### src/rtl/dmem_pkg.sv
// Shared types and helpers for the wait-state data memory and its lane logic.
package dmem_pkg;

    typedef enum logic [1:0] {
        IDLE = 2'd0,
        WAIT = 2'd1,
        DONE = 2'd2
    } dmem_state_t;

    typedef enum logic {
        SZ_WORD = 1'b0,
        SZ_BYTE = 1'b1
    } dmem_size_t;

    function automatic logic is_misaligned(input dmem_size_t size, input logic [1:0] a1_0);
        return (size == SZ_WORD) && (a1_0 != 2'b00);
    endfunction

endpackage

### src/rtl/dmem_lane.sv
// Byte-lane steering: merges a store into the old word and extracts load data.
module dmem_lane
    import dmem_pkg::*;
(
    input  logic [31:0] i_old_word,
    input  logic [31:0] i_wd,
    input  logic [1:0]  i_lane,
    input  dmem_size_t  i_size,
    output logic [31:0] o_store_word,
    output logic [31:0] o_load_data
);

    always_comb begin
        o_store_word = i_wd;
        o_load_data  = i_old_word;
        if (i_size == SZ_BYTE) begin
            o_store_word = i_old_word;
            case (i_lane)
                2'd0: begin
                    o_store_word[7:0]   = i_wd[7:0];
                    o_load_data         = {24'b0, i_old_word[7:0]};
                end
                2'd1: begin
                    o_store_word[15:8]  = i_wd[7:0];
                    o_load_data         = {24'b0, i_old_word[15:8]};
                end
                2'd2: begin
                    o_store_word[23:16] = i_wd[7:0];
                    o_load_data         = {24'b0, i_old_word[23:16]};
                end
                default: begin
                    o_store_word[31:24] = i_wd[7:0];
                    o_load_data         = {24'b0, i_old_word[31:24]};
                end
            endcase
        end
    end

endmodule

### src/rtl/dmem_wait.sv
// Data memory with req/ready handshake, configurable wait states, byte/word access and error reporting.
//   state | meaning
//   IDLE  | waiting for req; accepts and latches the access
//   WAIT  | counting down wait states; inputs ignored
//   DONE  | one-cycle ready pulse, rd/err valid
module dmem_wait
    import dmem_pkg::*;
#(
    parameter int    DEPTH_WORDS = 64,
    parameter int    WAIT_STATES = 2,
    parameter string INIT_FILE   = ""
) (
    input  logic        clk,
    input  logic        reset,
    input  logic        req,
    input  logic        we,
    input  logic        size,
    input  logic [31:0] a,
    input  logic [31:0] wd,
    output logic [31:0] rd,
    output logic        ready,
    output logic        err,
    output logic        busy
);

    localparam int AW = $clog2(DEPTH_WORDS);

    logic [31:0]  r_mem [DEPTH_WORDS];

    dmem_state_t  r_state, w_state_nxt;
    logic [3:0]   r_cnt, w_cnt_nxt;
    logic         r_we;
    dmem_size_t   r_size;
    logic [31:0]  r_a;
    logic [31:0]  r_wd;
    logic [31:0]  r_rd;
    logic         r_err;

    logic         w_accept;
    logic         w_commit;
    logic         w_src_we;
    dmem_size_t   w_src_size;
    logic [31:0]  w_src_a;
    logic [31:0]  w_src_wd;
    logic [AW-1:0] w_word_idx;
    logic         w_oob;
    logic         w_err;
    logic         w_wr_en;
    logic [31:0]  w_old_word;
    logic [31:0]  w_store_word;
    logic [31:0]  w_load_data;

    assign w_accept = (r_state == IDLE) && req;
    // With no wait states the accept edge is also the commit edge, so the live inputs are used.
    assign w_commit = ((r_state == WAIT) && (r_cnt == 4'd0)) || ((WAIT_STATES == 0) && w_accept);

    assign w_src_we   = (r_state == IDLE) ? we                : r_we;
    assign w_src_size = (r_state == IDLE) ? dmem_size_t'(size) : r_size;
    assign w_src_a    = (r_state == IDLE) ? a                 : r_a;
    assign w_src_wd   = (r_state == IDLE) ? wd                : r_wd;

    assign w_word_idx = w_src_a[AW+1:2];
    assign w_oob      = |w_src_a[31:AW+2];
    assign w_err      = w_oob || is_misaligned(w_src_size, w_src_a[1:0]);
    assign w_old_word = r_mem[w_word_idx];
    assign w_wr_en    = reset && w_commit && w_src_we && !w_err;

    dmem_lane u_lane (
        .i_old_word   (w_old_word),
        .i_wd         (w_src_wd),
        .i_lane       (w_src_a[1:0]),
        .i_size       (w_src_size),
        .o_store_word (w_store_word),
        .o_load_data  (w_load_data)
    );

    always_comb begin
        w_state_nxt = r_state;
        w_cnt_nxt   = r_cnt;
        case (r_state)
            IDLE: begin
                if (req) begin
                    if (WAIT_STATES == 0) begin
                        w_state_nxt = DONE;
                    end else begin
                        w_state_nxt = WAIT;
                        w_cnt_nxt   = 4'(WAIT_STATES - 1);
                    end
                end
            end
            WAIT: begin
                if (r_cnt == 4'd0) w_state_nxt = DONE;
                else               w_cnt_nxt   = r_cnt - 4'd1;
            end
            DONE:    w_state_nxt = IDLE;
            default: w_state_nxt = IDLE;
        endcase
    end

    always_ff @(posedge clk or negedge reset) begin
        if (!reset) begin
            r_state <= IDLE;
            r_cnt   <= 4'd0;
            r_we    <= 1'b0;
            r_size  <= SZ_WORD;
            r_a     <= 32'd0;
            r_wd    <= 32'd0;
            r_rd    <= 32'd0;
            r_err   <= 1'b0;
        end else begin
            r_state <= w_state_nxt;
            r_cnt   <= w_cnt_nxt;
            if (w_accept) begin
                r_we   <= we;
                r_size <= dmem_size_t'(size);
                r_a    <= a;
                r_wd   <= wd;
            end
            if (w_commit) begin
                r_err <= w_err;
                if (w_err)          r_rd <= 32'd0;
                else if (!w_src_we) r_rd <= w_load_data;
            end
        end
    end

    always_ff @(posedge clk) begin
        if (w_wr_en) r_mem[w_word_idx] <= w_store_word;
    end

    assign rd    = r_rd;
    assign ready = (r_state == DONE);
    assign busy  = (r_state != IDLE);
    assign err   = r_err && ready;

endmodule

### config.mk
export PLATFORM = sky130hd
export DESIGN_NAME = dmem_wait
export DESIGN_NICKNAME = d
export VERILOG_FILES = /design/src/rtl/dmem_pkg.sv /design/src/rtl/dmem_lane.sv /design/src/rtl/dmem_wait.sv
export SDC_FILE = /design/constraint.sdc
export NUM_CORES = 2
export LEC_CHECK = 0
export ABC_AREA = 1
export BUFFER_PORTS_ARGS = -buffer_cell sky130_fd_sc_hd__buf_2
export CORE_UTILIZATION = 63
export CTS_CLUSTER_SIZE = 24
export DETAILED_ROUTE_END_ITERATION = 7
export HOLD_SLACK_MARGIN = 0.1
export PLACE_DENSITY = 0.85
export SETUP_SLACK_MARGIN = 0.2
export SYNTH_ARGS = -nofsm -noshare
export SYNTH_HDL_FRONTEND = slang
export SYNTH_SLANG_ARGS = --single-unit
### constraint.sdc
create_clock -name clk -period 6.36 [get_ports clk]
set_input_delay 0.636 -clock clk [delete_from_list [all_inputs] [get_ports clk]]
set_output_delay 0.636 -clock clk [all_outputs]
set_load 0.01 [all_outputs]
# Yosys cells after proc, flatten, opt, wreduce, memory -nomap -nowiden
# Memory sizes are Yosys's and may differ from the RTL's.
# Cells that the tools add are included.
# Widths: inputs -> output; s select.
[word_totals]
regBits = 105
memories = 1
out_inout_bits = 35
wordCells = 60
in_bits = 69
ram_bits = 2048
[op_classes]
muxes = 21
n_eq_ne = 8
n_bitwise = 1
reduce_logical = 20
n_addsub = 1
[memory_table]
columns = ["memory", "depth", "width", "read_ports", "rd_clocked_by_memory_dff", "write_ports", "line", "text"]
rows = [
  ["r_mem", 64, 32, 1, 0, 1, "dmem_wait.sv:28", "logic [31:0] r_mem [DEPTH_WORDS];"],
]
[ops]
columns = ["op", "n"]
rows = [
  ["$mux 32", 6],
  ["$mux 8", 4],
  ["$pmux 8 s3", 1],
  ["$reduce_or 24->1", 1],
  ["$mux 4", 2],
  ["$pmux 4 s2", 1],
  ["$logic_and 1x1->1", 7],
  ["$reduce_bool 2->1", 3],
  ["$eq 2x1->1 const B", 2],
  ["$eq 2x2->1 const B", 2],
  ["$logic_not 2->1", 2],
  ["$logic_not 4->1", 1],
  ["$mux 1", 4],
  ["$mux 2", 2],
  ["$ne 2x1->1 const B", 2],
  ["$ne 2x2->1 const B", 2],
  ["$pmux 2 s2", 1],
  ["$reduce_and 2->1", 2],
  ["$sub 4x1->4 const B", 1],
  ["$reduce_and 3->1", 1],
  ["$reduce_or 3->1", 1],
  ["$logic_not 1->1", 1],
  ["$logic_or 1x1->1", 1],
  ["$not 1->1", 1],
]

# Depth between registers and ports, before layout
[depth]
ltp_word = 9
depth_mapped = 22
ltp_nobuf = 19

# By module
# Synthesis repeated with hierarchy kept, for this count alone.
[hier_totals]
hier_cells = 9390
area_unflattened_um2 = 93068.0
[modules_own_cells]
columns = ["module", "cells_each", "seq_area_each_um2", "n_inst", "area_each_um2"]
rows = [
  ["dmem_wait", 9116, 64126.5, 1, 91854.3],
  ["dmem_lane", 274, 0.0, 1, 1213.7],
]

# Worst setup path before layout
# OpenSTA, ideal clock, no wires.
[synth_timing]
kind = "register to register"
start = "register r_state[0]"
end = "memory r_mem[0][1] (data pin)"
stages_incl_launch_ff = 16
setup_ns = 0.701
required_ns = 5.659
path_buffers = 4
setup_slack_ns = 1.264
synth_period_minus_slack_ns = 5.096
arrival_ns = 4.395
path_cell_list = "dfrtp_1 -> nor2_2 -> buf_6 -> nand2_4 -> nand2_4 -> buf_6 -> buf_4 -> buf_2 -> nand2_1 -> nand3_1 -> nand4_1 -> nand2_1 -> nand2_1 -> nor2_1 -> nand2_1 -> o21ai_0"
[synth_between]
elab_chain_cells = 5
elab_cells_between_ends = 8
cone_classes = "mux (5); reduce/logical (2); memory (1)"
[synth_lines]
columns = ["element", "line", "text"]
rows = [
  ["start: declaration", "dmem_wait.sv:30", "dmem_state_t r_state, w_state_nxt;"],
  ["start signal: assignment", "dmem_wait.sv:111", "r_state <= w_state_nxt;"],
  ["$logic_not 2->1 *", "dmem_wait.sv:58, dmem_wait.sv:59, dmem_wait.sv:60", ""],
  ["$mux 32", "dmem_wait.sv:59", "assign w_src_a = (r_state == IDLE) ? a : r_a;"],
  ["$mem_v2 64x32 or $logic_not 2->1 (tied branches)", "-", ""],
  ["$mux 8", "dmem_lane.sv:18", "case (i_lane)"],
  ["$mux 32 *", "dmem_lane.sv:16", "if (i_size == SZ_BYTE) begin"],
  ["via u_lane.o_store_word[1]", "dmem_lane.sv:9", "output logic [31:0] o_store_word,"],
  ["end: declaration", "dmem_wait.sv:28", ""],
]
# The timed path passes the listed nets; every way through them passes the cells marked *.

# Worst setup path in the final report
[layout_timing]
start = "register r_state[1]"
end = "memory r_mem[43][21] (data pin)"
[layout_between]
elab_chain_cells = 5
elab_cells_between_ends = 8
cone_classes = "eq/ne (1); mux (5); reduce/logical (1); memory (1)"
[layout_lines]
columns = ["element", "line"]
rows = [
  ["$logic_not 2->1 *", "dmem_wait.sv:58, dmem_wait.sv:59, dmem_wait.sv:60"],
  ["$mux 32", "dmem_wait.sv:59"],
  ["$mem_v2 64x32 or $eq 2x2->1 (tied branches)", "-"],
  ["$mux 8", "dmem_lane.sv:18"],
  ["$mux 32 *", "dmem_lane.sv:16"],
  ["via u_lane.o_store_word[21]", "dmem_lane.sv:9"],
]
# Marked as above.

==> flow_summary.yaml <==
global_routing:
  grt_max_degree: 121
  grt_pass1_vias: 63200
  grtUsageTotal_pct: 37.8
  overflow: 0
  grt_first_pass_wirelength_mm: 391
  antenna_found_initial: 6
critical_path:
  crit_family: "simple AND/OR/NAND/NOR gates"
  worstSetupPathType: "reg2reg"
  slowest_delay_ns: 0.93
  path_depth: 14
  setup.worst_path.start_class: "flop"
  worstPathArrival_ns: 6.15
  path_buf_inv: 1
  reg2reg_from: "r_state[1]"
  worst_path_max_delay_cell: "nand2_2"
  worstPathRequired_ns: 6.82
  path_common_cell: "nand2_1"
  crit_chain: "nor2_4, nand2_2, nand2_8, buf_12, nand2_1, nand3_1, nand2_1, o21ai_0, nand2_1, nor2_1, nand2_1, a21oi_1, o21ai_1, nand2_2"
  r2r_cells: 14
  crit_fanout: 66
  end_kind: "flop"
  crit_path_start: "r_state[1]"
layout:
  syn2layout_area_growth_pct: 12.2
  nets: 8373
  drive_gt1_share_pct: 9.07
  seq_area_mm2: 0.0641
  layout_common_cells: "nand2_1, edfxtp_1, nand3_1, inv_1, clkbuf_16"
  fillers: 8599
  final_common_cell: "nand2_1"
  multi_input_comb_area_mm2: 0.0214
logic_synthesis:
  ys_warn_count: 0
  synth_area_leaders: "edfxtp_1, nand2_1, nand3_1"
  syn_nets: 8179
  synth_ff_type: "edfxtp_1"
  synth_top_cell_area_share_pct: 69.0
  synth_edf_count: 2048
  syn_inst: 8108
  syn_area_per_cell_um2: 11.0
  synth-seq-area-share_pct: 72.0
  async_flop_share_pct: 4.88
  netlist_area_mm2: 0.0891
  ys_seq_elements: 2153
  yosys.area.top_type: "edfxtp_1"
  yosys.cell_types.count: 32
drt:
  initialDrtViolationCount: 11300
  dr.pass1.iters: 7
  via_per_inst: 6.30
  ant_nets: 0
  drc: 0
  drt-total-wl_mm: 270
  vias: 65200
  drt-wirelength-per-cell_um: 26.1
timing:
  rsz0062_at_grt: "no"
  relSlewSlack_pct: 8.05
  worst_pin_slew_ns: 1.37
  min_period_ns: 5.69
  final-setup-viol-count: 0
  finalClockSkew_ns: 0.0607
  min_period_over_period_pct: 89.5
  tns_ns: 0
  hold_viol: 0
  slew_violations: 0
  max_freq_ghz: 0.176
die:
  die_area_mm2: 0.143
  die_w_um: 378
  initial_utilization_pct: 63.7
  die_h_um: 378
  rows: 137
  design.core.area_mm2: 0.140
  io_pins: 104
clocking:
  cts_tree: "yes"
  cts_root_buf: "clkbuf_16"
  clock_sinks: 2153
  cts-buffers-inserted: 205
  clk_pin_slew_ns: 0.07
  cts_setup_buffers: 0
  cts_buffer_depth: 3
  cts_max_level: 4
  worst_skew_pair.late_latency_ns: 0.89
placed_design:
  dp_hpwl_mm: 153
  port_buffers: 103
  gp_congestion: 1.01
min_path:
  hold_start: "wd[15]"
  hold_class: "in2reg"
  min_path_cells: 3
run:
  max-cap-violations: 0
status:
  status: "finished clean"
## timing repair
action	in CTS	in global routing
resized for setup	0	0
hold endpoints to repair	118	0
hold buffers	60	0
setup endpoints to repair	0	0
## routing by layer
layer / track usage [%] / wire, µm / vias up
met4: 25.5 / 20500 / 4
met2: 57.1 / 120000 / 5880
met3: 11.0 / 41900 / 1186
met5: 0 / 23 / -
met1: 47.6 / 87300 / 30600
li1: - / - / 27500
## synthesized netlist by cell type (3+ instances only)
cell         n
dfrtp_1    105
nor2_1     153
nor3_4       5
a21oi_1     34
nand3_1    837
inv_2        4
nand2_4      4
nand2_1   3515
nor2_2       6
inv_1      544
edfxtp_1  2048
nand2_2      8
buf_6       11
clkbuf_1    53
o21ai_0    192
buf_1        8
nor4_1       8
nand4_1    125
buf_2      295
nor3_2       3
o21ai_4      3
buf_4       50
o21ai_1     83
## worst min-delay path: cells and delay by family
family                 cells  cell delay (ns)
AO/OA/AOI/OAI              1             0.19
buffers and inverters      2             0.19
## through the flow
step                hold WS, ns  setup slack (ns)  utilization (%)  area (µm²)  std cells
floorplan                 0.340              1.26                -       89100       8108
global placement          0.464              1.21             66.4       92800       9910
detailed placement        0.465              1.02             66.4       92800       9910
CTS                       0.134             0.999             71.5      100000      10300
global route              0.177             0.534             71.5      100000      10300
finish                    0.185             0.671             71.5      100000      10300
## sequential cells by signal (all words and copies together), names as in the netlist
name / count
r_state: 2
r_cnt: 4
r_size: 1
rd: 32
r_we: 1
r_a: 32
r_err: 1
r_wd: 32
r_mem: 2048
## cells by family (layout without fill, tap and decap cells)
| group | after synthesis | count (layout) | share of synthesized area (%) |
|---|---|---|---|
| buffers and inverters | 969 | 1331 | 4.80 |
| DFF | 2153 | 2153 | 72.0 |
| and+or+nand+nor | 4668 | 4668 | 21.4 |
| AOI/OAI and AO/OA | 316 | 316 | 1.82 |
| other | 0 | 3 | 0 |
| adders and majority gates | 2 | 2 | 0.0281 |
## path summary, 6_finish.rpt
kind / to / slack, ns
max in group asynchronous: rd[13] / 4.39
min in group asynchronous: r_wd[25] / 0.60
worst max register to register: r_mem[43][21] / 0.67
worst max-delay path: r_mem[43][21] / 0.67
worst min-delay path: r_wd[15] / 0.18
worst min register to register: r_a[10] / 0.48
## cell type report
cell class / count / share of cell area (%)
multi-input combinational: 4986 / 21.4
clock inverter: 115 / 1.10
sequential: 2153 / 64.1
antenna: 3 / 0.00751
timing repair buffer: 404 / 3.46
tap: 1876 / 2.35
inverter: 552 / 2.08
clock buffer: 260 / 5.42
Power is left out: the tool's default activity adds up to more than one toggle a clock period on the data nets, which glitch-free logic cannot reach.
